[src/rtl/output_display.sv]
// output_display: captures a CPU bus value on load, converts it to decimal
// (optionally signed) with a sequential double-dabble engine, and drives a
// time-multiplexed active-low seven-segment display.
// Optional feature macro: OUTPUT_DISPLAY_HEX_EN adds hex_mode (raw hex display).
module output_display #(
  parameter int DATA_WIDTH = 8,
  parameter int DIGITS     = 4,
  parameter int SCAN_DIV   = 1024
) (
  input  logic                  clk,
  input  logic                  rst,
  input  logic                  load,
  input  logic [DATA_WIDTH-1:0] bus,
  input  logic                  signed_mode,
`ifdef OUTPUT_DISPLAY_HEX_EN
  input  logic                  hex_mode,
`endif
  output logic [DATA_WIDTH-1:0] value,
  output logic                  busy,
  output logic [6:0]            seg,
  output logic [DIGITS-1:0]     dig
);

  // Number of decimal digits needed for (2^w - 1).
  function automatic int dec_digits(input int w);
    longint unsigned m;
    int n;
    m = (64'd1 << w) - 64'd1;
    n = 0;
    for (int k = 0; k < 20; k++) begin
      if (m != 64'd0) begin
        m = m / 64'd10;
        n = n + 1;
      end else begin
        m = m;
      end
    end
    if (n == 0) begin
      n = 1;
    end else begin
      n = n;
    end
    return n;
  endfunction

  localparam int NBCD = dec_digits(DATA_WIDTH);
  localparam int BW   = 4 * NBCD;
  localparam int NHEX = (DATA_WIDTH + 3) / 4;
  localparam int IW   = (DATA_WIDTH > 1) ? $clog2(DATA_WIDTH) : 1;
  localparam int CW   = (SCAN_DIV > 1) ? $clog2(SCAN_DIV) : 1;
  localparam int XW   = (DIGITS > 1) ? $clog2(DIGITS) : 1;

  // Display digit codes: 0..15 are hex/decimal values, plus blank and minus.
  localparam logic [4:0] CODE_BLANK = 5'd16;
  localparam logic [4:0] CODE_MINUS = 5'd17;

  typedef logic [DIGITS-1:0][4:0] disp_t;
  typedef enum logic [0:0] {S_IDLE = 1'b0, S_SHIFT = 1'b1} state_t;

  generate
    if (DIGITS < NBCD + 1) begin : g_digits_check
      $error("output_display: DIGITS too small for DATA_WIDTH plus sign digit");
    end
    if (SCAN_DIV < 1) begin : g_scan_check
      $error("output_display: SCAN_DIV must be at least 1");
    end
    if (DATA_WIDTH < 2 || DATA_WIDTH > 63) begin : g_width_check
      $error("output_display: DATA_WIDTH must be in 2..63");
    end
  endgenerate

  // Display contents after reset: a single "0" in the least significant digit.
  function automatic disp_t reset_disp();
    disp_t d;
    for (int i = 0; i < DIGITS; i++) begin
      d[i] = CODE_BLANK;
    end
    d[0] = 5'd0;
    return d;
  endfunction

  // Leading-zero-blanked decimal formatting with optional '-' in the top digit.
  function automatic disp_t format_dec(input logic [BW-1:0] b, input logic s);
    disp_t d;
    logic  nz;
    for (int i = 0; i < DIGITS; i++) begin
      d[i] = CODE_BLANK;
    end
    nz = 1'b0;
    for (int i = NBCD - 1; i >= 0; i--) begin
      if (b[4*i +: 4] != 4'd0) begin
        nz = 1'b1;
      end else begin
        nz = nz;
      end
      if (nz || (i == 0)) begin
        d[i] = {1'b0, b[4*i +: 4]};
      end else begin
        d[i] = CODE_BLANK;
      end
    end
    if (s) begin
      d[DIGITS-1] = CODE_MINUS;
    end else begin
      d[DIGITS-1] = d[DIGITS-1];
    end
    return d;
  endfunction

`ifdef OUTPUT_DISPLAY_HEX_EN
  // Raw nibble formatting; digits above the bus width are blank.
  function automatic disp_t format_hex(input logic [DATA_WIDTH-1:0] b);
    disp_t d;
    logic [4*NHEX-1:0] p;
    p = (4*NHEX)'(b);
    for (int i = 0; i < DIGITS; i++) begin
      d[i] = CODE_BLANK;
    end
    for (int i = 0; i < NHEX; i++) begin
      d[i] = {1'b0, p[4*i +: 4]};
    end
    return d;
  endfunction
`endif

  // Active-low segment decode, ordered {g,f,e,d,c,b,a}.
  function automatic logic [6:0] seg_decode(input logic [4:0] code);
    logic [6:0] s;
    case (code)
      5'd0:    s = 7'b1000000;
      5'd1:    s = 7'b1111001;
      5'd2:    s = 7'b0100100;
      5'd3:    s = 7'b0110000;
      5'd4:    s = 7'b0011001;
      5'd5:    s = 7'b0010010;
      5'd6:    s = 7'b0000010;
      5'd7:    s = 7'b1111000;
      5'd8:    s = 7'b0000000;
      5'd9:    s = 7'b0010000;
      5'd10:   s = 7'b0001000;
      5'd11:   s = 7'b0000011;
      5'd12:   s = 7'b1000110;
      5'd13:   s = 7'b0100001;
      5'd14:   s = 7'b0000110;
      5'd15:   s = 7'b0001110;
      5'd17:   s = 7'b0111111;
      default: s = 7'b1111111;
    endcase
    return s;
  endfunction

  state_t                state, state_next;
  logic                  sign_r;
  logic [DATA_WIDTH-1:0] shift_r;
  logic [BW-1:0]         bcd_r;
  logic [IW-1:0]         iter_r;
  disp_t                 disp_r;
  logic                  busy_r;
  logic [CW-1:0]         cnt_r;
  logic [XW-1:0]         idx_r;
  logic [6:0]            seg_r;
  logic [DIGITS-1:0]     dig_r;

  logic                  load_dec;
  logic                  load_hex;
  logic                  sign_in;
  logic [DATA_WIDTH-1:0] mag;
  logic                  last;
  logic [BW-1:0]         bcd_adj;
  logic [BW-1:0]         bcd_step;
  logic [DATA_WIDTH-1:0] shift_step;

`ifdef OUTPUT_DISPLAY_HEX_EN
  assign load_dec = load & ~hex_mode;
  assign load_hex = load & hex_mode;
`else
  assign load_dec = load;
  assign load_hex = 1'b0;
`endif

  // The most negative value negates to itself, which is its correct unsigned magnitude.
  assign sign_in = signed_mode & bus[DATA_WIDTH-1];
  assign mag     = sign_in ? (~bus + DATA_WIDTH'(1)) : bus;
  assign last    = (iter_r == IW'(DATA_WIDTH - 1));

  // One double-dabble step: add 3 to every nibble >= 5, then shift {bcd, shift} left.
  always_comb begin
    bcd_adj = bcd_r;
    for (int i = 0; i < NBCD; i++) begin
      if (bcd_r[4*i +: 4] >= 4'd5) begin
        bcd_adj[4*i +: 4] = bcd_r[4*i +: 4] + 4'd3;
      end else begin
        bcd_adj[4*i +: 4] = bcd_r[4*i +: 4];
      end
    end
    bcd_step   = {bcd_adj[BW-2:0], shift_r[DATA_WIDTH-1]};
    shift_step = {shift_r[DATA_WIDTH-2:0], 1'b0};
  end

  // Next-state logic: a decimal load always (re)starts a conversion, a hex load aborts it.
  always_comb begin
    state_next = state;
    case (state)
      S_IDLE: begin
        if (load_dec) begin
          state_next = S_SHIFT;
        end else begin
          state_next = S_IDLE;
        end
      end
      S_SHIFT: begin
        if (load_dec) begin
          state_next = S_SHIFT;
        end else if (load_hex || last) begin
          state_next = S_IDLE;
        end else begin
          state_next = S_SHIFT;
        end
      end
      default: state_next = S_IDLE;
    endcase
  end

  // State register and registered busy flag.
  always_ff @(posedge clk or posedge rst) begin
    if (rst) begin
      state  <= S_IDLE;
      busy_r <= 1'b0;
    end else begin
      state  <= state_next;
      busy_r <= (state_next == S_SHIFT);
    end
  end

  // Capture, conversion datapath and display register; display changes only on a complete result.
  always_ff @(posedge clk or posedge rst) begin
    if (rst) begin
      value   <= '0;
      sign_r  <= 1'b0;
      shift_r <= '0;
      bcd_r   <= '0;
      iter_r  <= '0;
      disp_r  <= reset_disp();
    end else if (load_dec) begin
      value   <= bus;
      sign_r  <= sign_in;
      shift_r <= mag;
      bcd_r   <= '0;
      iter_r  <= '0;
`ifdef OUTPUT_DISPLAY_HEX_EN
    end else if (load_hex) begin
      value  <= bus;
      disp_r <= format_hex(bus);
`endif
    end else if (state == S_SHIFT) begin
      bcd_r   <= bcd_step;
      shift_r <= shift_step;
      iter_r  <= iter_r + IW'(1);
      if (last) begin
        disp_r <= format_dec(bcd_step, sign_r);
      end else begin
        disp_r <= disp_r;
      end
    end else begin
      value <= value;
    end
  end

  // Scan counter and digit index; the index advances on the counter's terminal count.
  always_ff @(posedge clk or posedge rst) begin
    if (rst) begin
      cnt_r <= '0;
      idx_r <= '0;
    end else if (cnt_r == CW'(SCAN_DIV - 1)) begin
      cnt_r <= '0;
      if (idx_r == XW'(DIGITS - 1)) begin
        idx_r <= '0;
      end else begin
        idx_r <= idx_r + XW'(1);
      end
    end else begin
      cnt_r <= cnt_r + CW'(1);
      idx_r <= idx_r;
    end
  end

  // Registered segment and digit-enable drive for the current digit.
  always_ff @(posedge clk or posedge rst) begin
    if (rst) begin
      seg_r <= 7'b1000000;
      dig_r <= ~DIGITS'(1);
    end else begin
      seg_r <= seg_decode(disp_r[idx_r]);
      dig_r <= ~(DIGITS'(1) << idx_r);
    end
  end

  assign busy = busy_r;
  assign seg  = seg_r;
  assign dig  = dig_r;

endmodule

[config.mk]
export PLATFORM = sky130hd
export DESIGN_NAME = output_display
export DESIGN_NICKNAME = d
export VERILOG_FILES = /design/src/rtl/output_display.sv
export SDC_FILE = /design/constraint.sdc
export NUM_CORES = 1
export LEC_CHECK = 0
export BUFFER_PORTS_ARGS = -buffer_cell sky130_fd_sc_hd__buf_2
export CORE_MARGIN = 4
export CORE_UTILIZATION = 44
export DETAILED_ROUTE_END_ITERATION = 8
export MAX_ROUTING_LAYER = met4
export PLACE_DENSITY = 0.6
export SYNTH_ARGS = -nofsm -noshare
export SYNTH_HDL_FRONTEND = slang
export SYNTH_SLANG_ARGS = --single-unit
[constraint.sdc]
create_clock -name clk -period 4.5 [get_ports clk]
set_input_delay 0.45 -clock clk [delete_from_list [all_inputs] [get_ports clk]]
set_output_delay 0.45 -clock clk [all_outputs]
set_load 0.02 [all_outputs]
-- Yosys cells after proc, flatten, opt, wreduce, memory -nomap -nowiden
Memories as Yosys holds them, arrays and structs flattened. A register that Yosys moved wholly into a read port is not among the register bits.
Index checks and enable logic that the tools add are counted.
- register bits after elaboration: 68
- memory bits (read-only): 224
- output and inout bits: 20
- logic and storage cells: 67
- memories kept: 1
- memories (memory ; words ; bits a word ; read ports ; clocked after memory_dff ; wr ports ; line ; RTL):
    (name not given) ; 32 ; 7 ; 1 ; 1 ; 0 ; 129 ; case (code)
- $add $sub $neg: 7
- $lt $le $gt $ge: 4
- equal/unequal tests: 3
- shift operators: 1
- mux-type cells: 29
- bitwise gates (word level): 5
- reduce and logical (&&, ||, !) cells: 4
- operators by type and width (kind ; count):
    $mux W12 ; 2
    $mux W8 ; 3
    $mux W5 ; 3
    $ge A4 B3 Y1 const B ; 3
    $mux W1 ; 12
    $add A10 B1 Y10 const B ; 1
    $bmux W5 S2 ; 1
    $eq A10 B10 Y1 const B ; 1
    $mux W10 ; 1
    $mux W3 ; 3
    $add A4 B2 Y4 const B ; 2
    $add A8 B1 Y8 const B ; 1
    $mux W4 ; 2
    $not A8 Y8 ; 1
    $reduce_bool A4 Y1 ; 2
    $not A4 Y4 ; 1
    $shl A1 B2 Y4 const A ; 1
    $add A3 B1 Y3 const B ; 1
    $add A3 B2 Y3 const B ; 1
    $eq A3 B3 Y1 const B ; 1
    $lt A2 B3 Y1 const B ; 1
    $reduce_and A3 Y1 ; 1
    $add A2 B1 Y2 const B ; 1
    $eq A2 B2 Y1 const B ; 1
    5 further kinds ; 6

-- Longest topological paths before layout
- word-level depth: 12
- gate-level depth with buffers: 9
- gate-level depth less buffers: 8

-- Worst setup path after synthesis
No wires, ideal clock.
- kind: register -> register
- start point: register idx_r[0]
- end point: register seg_r[0] (netlist: seg[0])
- arrival time: 1.921 ns
- required time: 4.365 ns
- path slack: 2.444 ns
- stages on the path, launching flop included: 9
- clock period less this slack: 2.056 ns
- cell sequence: dfrtp_1 > buf_2 > and2b_4 > a21oi_1 > inv_1 > ha_1 > or3_1 > o221ai_1 > nand2_1
- longest elaborated chain between the ends: 2
- RTL lines (item ; line ; RTL):
    start, declared ; 160 ; logic [XW-1:0] idx_r;
    start signal, assigned ; 279 ; idx_r <= idx_r + XW'(1);
    start signal, assigned ; 283 ; idx_r <= idx_r;
    $bmux W5 S2 ; 293 ; seg_r <= seg_decode(disp_r[idx_r]);
    $mux W5 (not written as such) ; 293 ;
    end, declared ; 161 ; logic [6:0] seg_r;
No other way between the ends. The select of a mux whose other input is x is not followed.
A chain may end at the register's enable or synchronous reset.

-- Worst setup path after layout
- start point: register idx_r[1]
- end point: register seg_r[0] (netlist: seg[0])
The elaborated chain is that of the path after synthesis.

==> impl_metrics.json <==
{
  "status": "complete, no violations",
  "fin_tns_setup_ns": 0,
  "rsz0062_at_grt": "no",
  "slowest_delay_ns": 0.65,
  "area_growth_pct": 12.2,
  "start_kind": "register",
  "avgSynthCellArea_um2": 10.7,
  "leakagePower_nw": 1.98,
  "die_w_um": 99.1,
  "synth_edf_count": 0,
  "fp.dieH_um": 99.1,
  "clockRootBuffer": "clkbuf_8",
  "worstPathCellList": "and2b_4 -> a21oi_1 -> inv_1 -> ha_1 -> or3_1 -> o221ai_1 -> nand2_1",
  "cp_data_arrival_time_ns": 2.55,
  "grt_max_degree": 49,
  "ys_warn_count": 0,
  "finClkSkew_ns": 0.00611,
  "cts.htree.levels": 3,
  "post-route-min-period_ns": 2.34,
  "dr.first_iter.drc_count": 95,
  "totalWireLength_um": 6240,
  "drtAntennaViolNets": 0,
  "critical_path_class": "register to register",
  "cts_setup_buffers": 0,
  "synthArstFlopShare_pct": 100,
  "fin_crit_sh_pct": 52.1,
  "power_density_nw_per_um2": 339,
  "grt_overflow": 0,
  "post_cts_resized": 0,
  "cap_violations": 0,
  "clockBufferDepth": 2,
  "endpoint_kind": "register",
  "layout-drive-gt1-share_pct": 21.3,
  "hold_buffers": 0,
  "synth_ff_type": "dfrtp_1",
  "place_congestion": 0.764,
  "cts.sinks": 71,
  "floorplan.io_pins": 32,
  "yosys_register_bits": 71,
  "worst_ep_required_time_ns": 4.71,
  "hpwl_um": 4360,
  "finalHoldViolations": 0,
  "holdWs_ns": 0.337,
  "antenna_found_initial": 0,
  "ir_drop_mv": 0.208,
  "wire_per_inst_um": 13.1,
  "clk_pin_slew_ns": 0.08,
  "relSlewSlack_pct": 35.3,
  "core_area_um2": 7890,
  "place_ws_ns": 2.09,
  "worstReg2RegEnd": "seg[0]$_DFF_PP0_",
  "worstSkewPairLatency_ns": 0.33,
  "vias": 2444,
  "seq_area_frac_synth_pct": 48.8,
  "synth.net_count": 372,
  "grt_pass1_vias": 2341,
  "fin_nets": 403,
  "cts_tree": "yes",
  "fin_ws_ns": 2.16,
  "rows": 32,
  "drt_pass1_iterations": 4,
  "antenna_cells": 0,
  "ys_types": 47,
  "synthCells": 340,
  "max_slew.worst_pin.slew_ns": 0.970,
  "cp_top_family": "simple AND/OR/NAND/NOR gates",
  "slowest_stage": "dfrtp_1",
  "cts_made_buffers": 9,
  "routed_via_density": 5.11,
  "io_buffers": 31,
  "dieArea_um2": 9830,
  "grt_pass1_wl_um": 11200,
  "syn_area_um2": 3650,
  "cp_max_fo": 13,
  "start_util_pct": 46.3,
  "reg2reg_depth": 7,
  "r2r_slack_ns": 2.16,
  "r2r_start": "idx_r[1]$_DFFE_PP0N_",
  "fmax_ghz": 0.427,
  "drcViolationCount": 0,
  "crit_buf_inv": 1,
  "setup_viol": 0,
  "min_path_type": "input pin to async pin",
  "slew_viol_final": 0,
  "track_usage_pct": 14.4
}
## logic make-up after synthesis
group / Yosys count / synth area share (%)
and+or+nand+nor: 94 / 13.0
muxes: 39 / 11.9
xor gates and xnor gates: 16 / 3.84
buffers and inverters: 34 / 3.87
DFF: 71 / 48.8
adders and majority gates: 20 / 6.85
AOI/OAI and AO/OA: 66 / 11.6
## registers in the layout (all words and copies together), names as in the netlist
signal	cells
sign_r	1
busy	1
idx_r	2
seg	7
value	8
cnt_r	10
bcd_r	12
shift_r	8
dig	4
disp_r	15
iter_r	3
## power breakdown
part / switching, mW / leakage, nW / internal (mW) / total, mW
Clock: 0.224 / 0.109 / 0.300 / 0.524
Sequential: 0.0248 / 0.911 / 0.680 / 0.705
Combinational: 0.0951 / 0.956 / 0.0655 / 0.161
## cell usage in the layout, fill, tap and decap left out, types with 3 or more instances in the layout
| master | Yosys | layout |
|---|---|---|
| a211oi_1 | 3 | 3 |
| a21o_1 | 3 | 3 |
| a21oi_1 | 19 | 19 |
| buf_2 | 5 | 31 |
| clkbuf_8 | 0 | 12 |
| dfrtp_1 | 65 | 65 |
| dfstp_2 | 6 | 6 |
| ha_1 | 20 | 20 |
| inv_1 | 21 | 20 |
| mux2_2 | 16 | 16 |
| mux2i_1 | 21 | 21 |
| nand2_1 | 26 | 26 |
| nand2b_1 | 4 | 4 |
| nand3_1 | 11 | 11 |
| nand3b_1 | 3 | 3 |
| nor2_1 | 27 | 27 |
| nor2b_1 | 4 | 4 |
| nor3_1 | 3 | 3 |
| nor3b_1 | 4 | 4 |
| o21ai_0 | 21 | 21 |
| o221ai_1 | 3 | 3 |
| or3_1 | 3 | 3 |
| xnor2_1 | 8 | 8 |
| xor2_1 | 8 | 8 |
## layout make-up
class / instances / area (um^2)
clock buffers: 13 / 169
clock inverters: 3 / 40.0
fillers: 725 / 3790
inverters: 21 / 78.8
multi-input cells: 235 / 1730
flip-flops and latches: 71 / 1780
well taps: 102 / 128
repair buffers: 33 / 170
## Yosys cell counts, types with 8 or more instances
library cell,count,area [um^2]
dfrtp_1,65,1630
nor2_1,27,101
mux2i_1,21,210
mux2_2,16,180
nand3_1,11,55.1
a21oi_1,19,95.1
o21ai_0,21,105
inv_1,21,78.8
xor2_1,8,70.1
ha_1,20,250
nand2_1,26,97.6
xnor2_1,8,70.1
## worst reg2reg max path, stage by stage (launching register included)
cell and delay, ns:
dfrtp_1 0.65, and2b_4 0.28, a21oi_1 0.35, inv_1 0.15, ha_1 0.26, or3_1 0.37
o221ai_1 0.08, nand2_1 0.07
## routing by layer
layer  global-route usage [%]  up-vias  wire length (um)
met5                        -        -                 0
met4                     5.04        0                85
met3                     3.79        8               253
met2                     21.8       38              2890
met1                     18.8     1154              3010
li1                         -     1244                 -
## worst max-delay path by stage
stage          cells past startpoint                    end            startpoint  slack, ns
6_report                           7       seg[0]$_DFF_PP0_  idx_r[1]$_DFFE_PP0N_       2.16
5_1_grt                            8       seg[0]$_DFF_PP0_  idx_r[1]$_DFFE_PP0N_       2.00
4_1_cts                            7       seg[0]$_DFF_PP0_  idx_r[1]$_DFFE_PP0N_       2.16
3_5_place_dp                       6  disp_r[9]$_DFFE_PP1P_                  load       2.09
3_3_place_gp                       6  disp_r[9]$_DFFE_PP1P_                  load       2.14
2_1_floorplan                      1   bcd_r[0]$_DFFE_PP0P_                   rst       2.26
## per-stage QoR
step	cells	util [%]	cell area (um^2)	power, mW
2_1_floorplan	340	-	3650	0.831
5_1_grt	478	52.0	4100	1.47
3_3_place_gp	462	49.3	3890	0.878
3_5_place_dp	462	49.3	3890	0.882
6_report	478	52.0	4100	1.39
4_1_cts	478	52.0	4100	1.42
No activity file was read; power rests on OpenSTA's default activity.
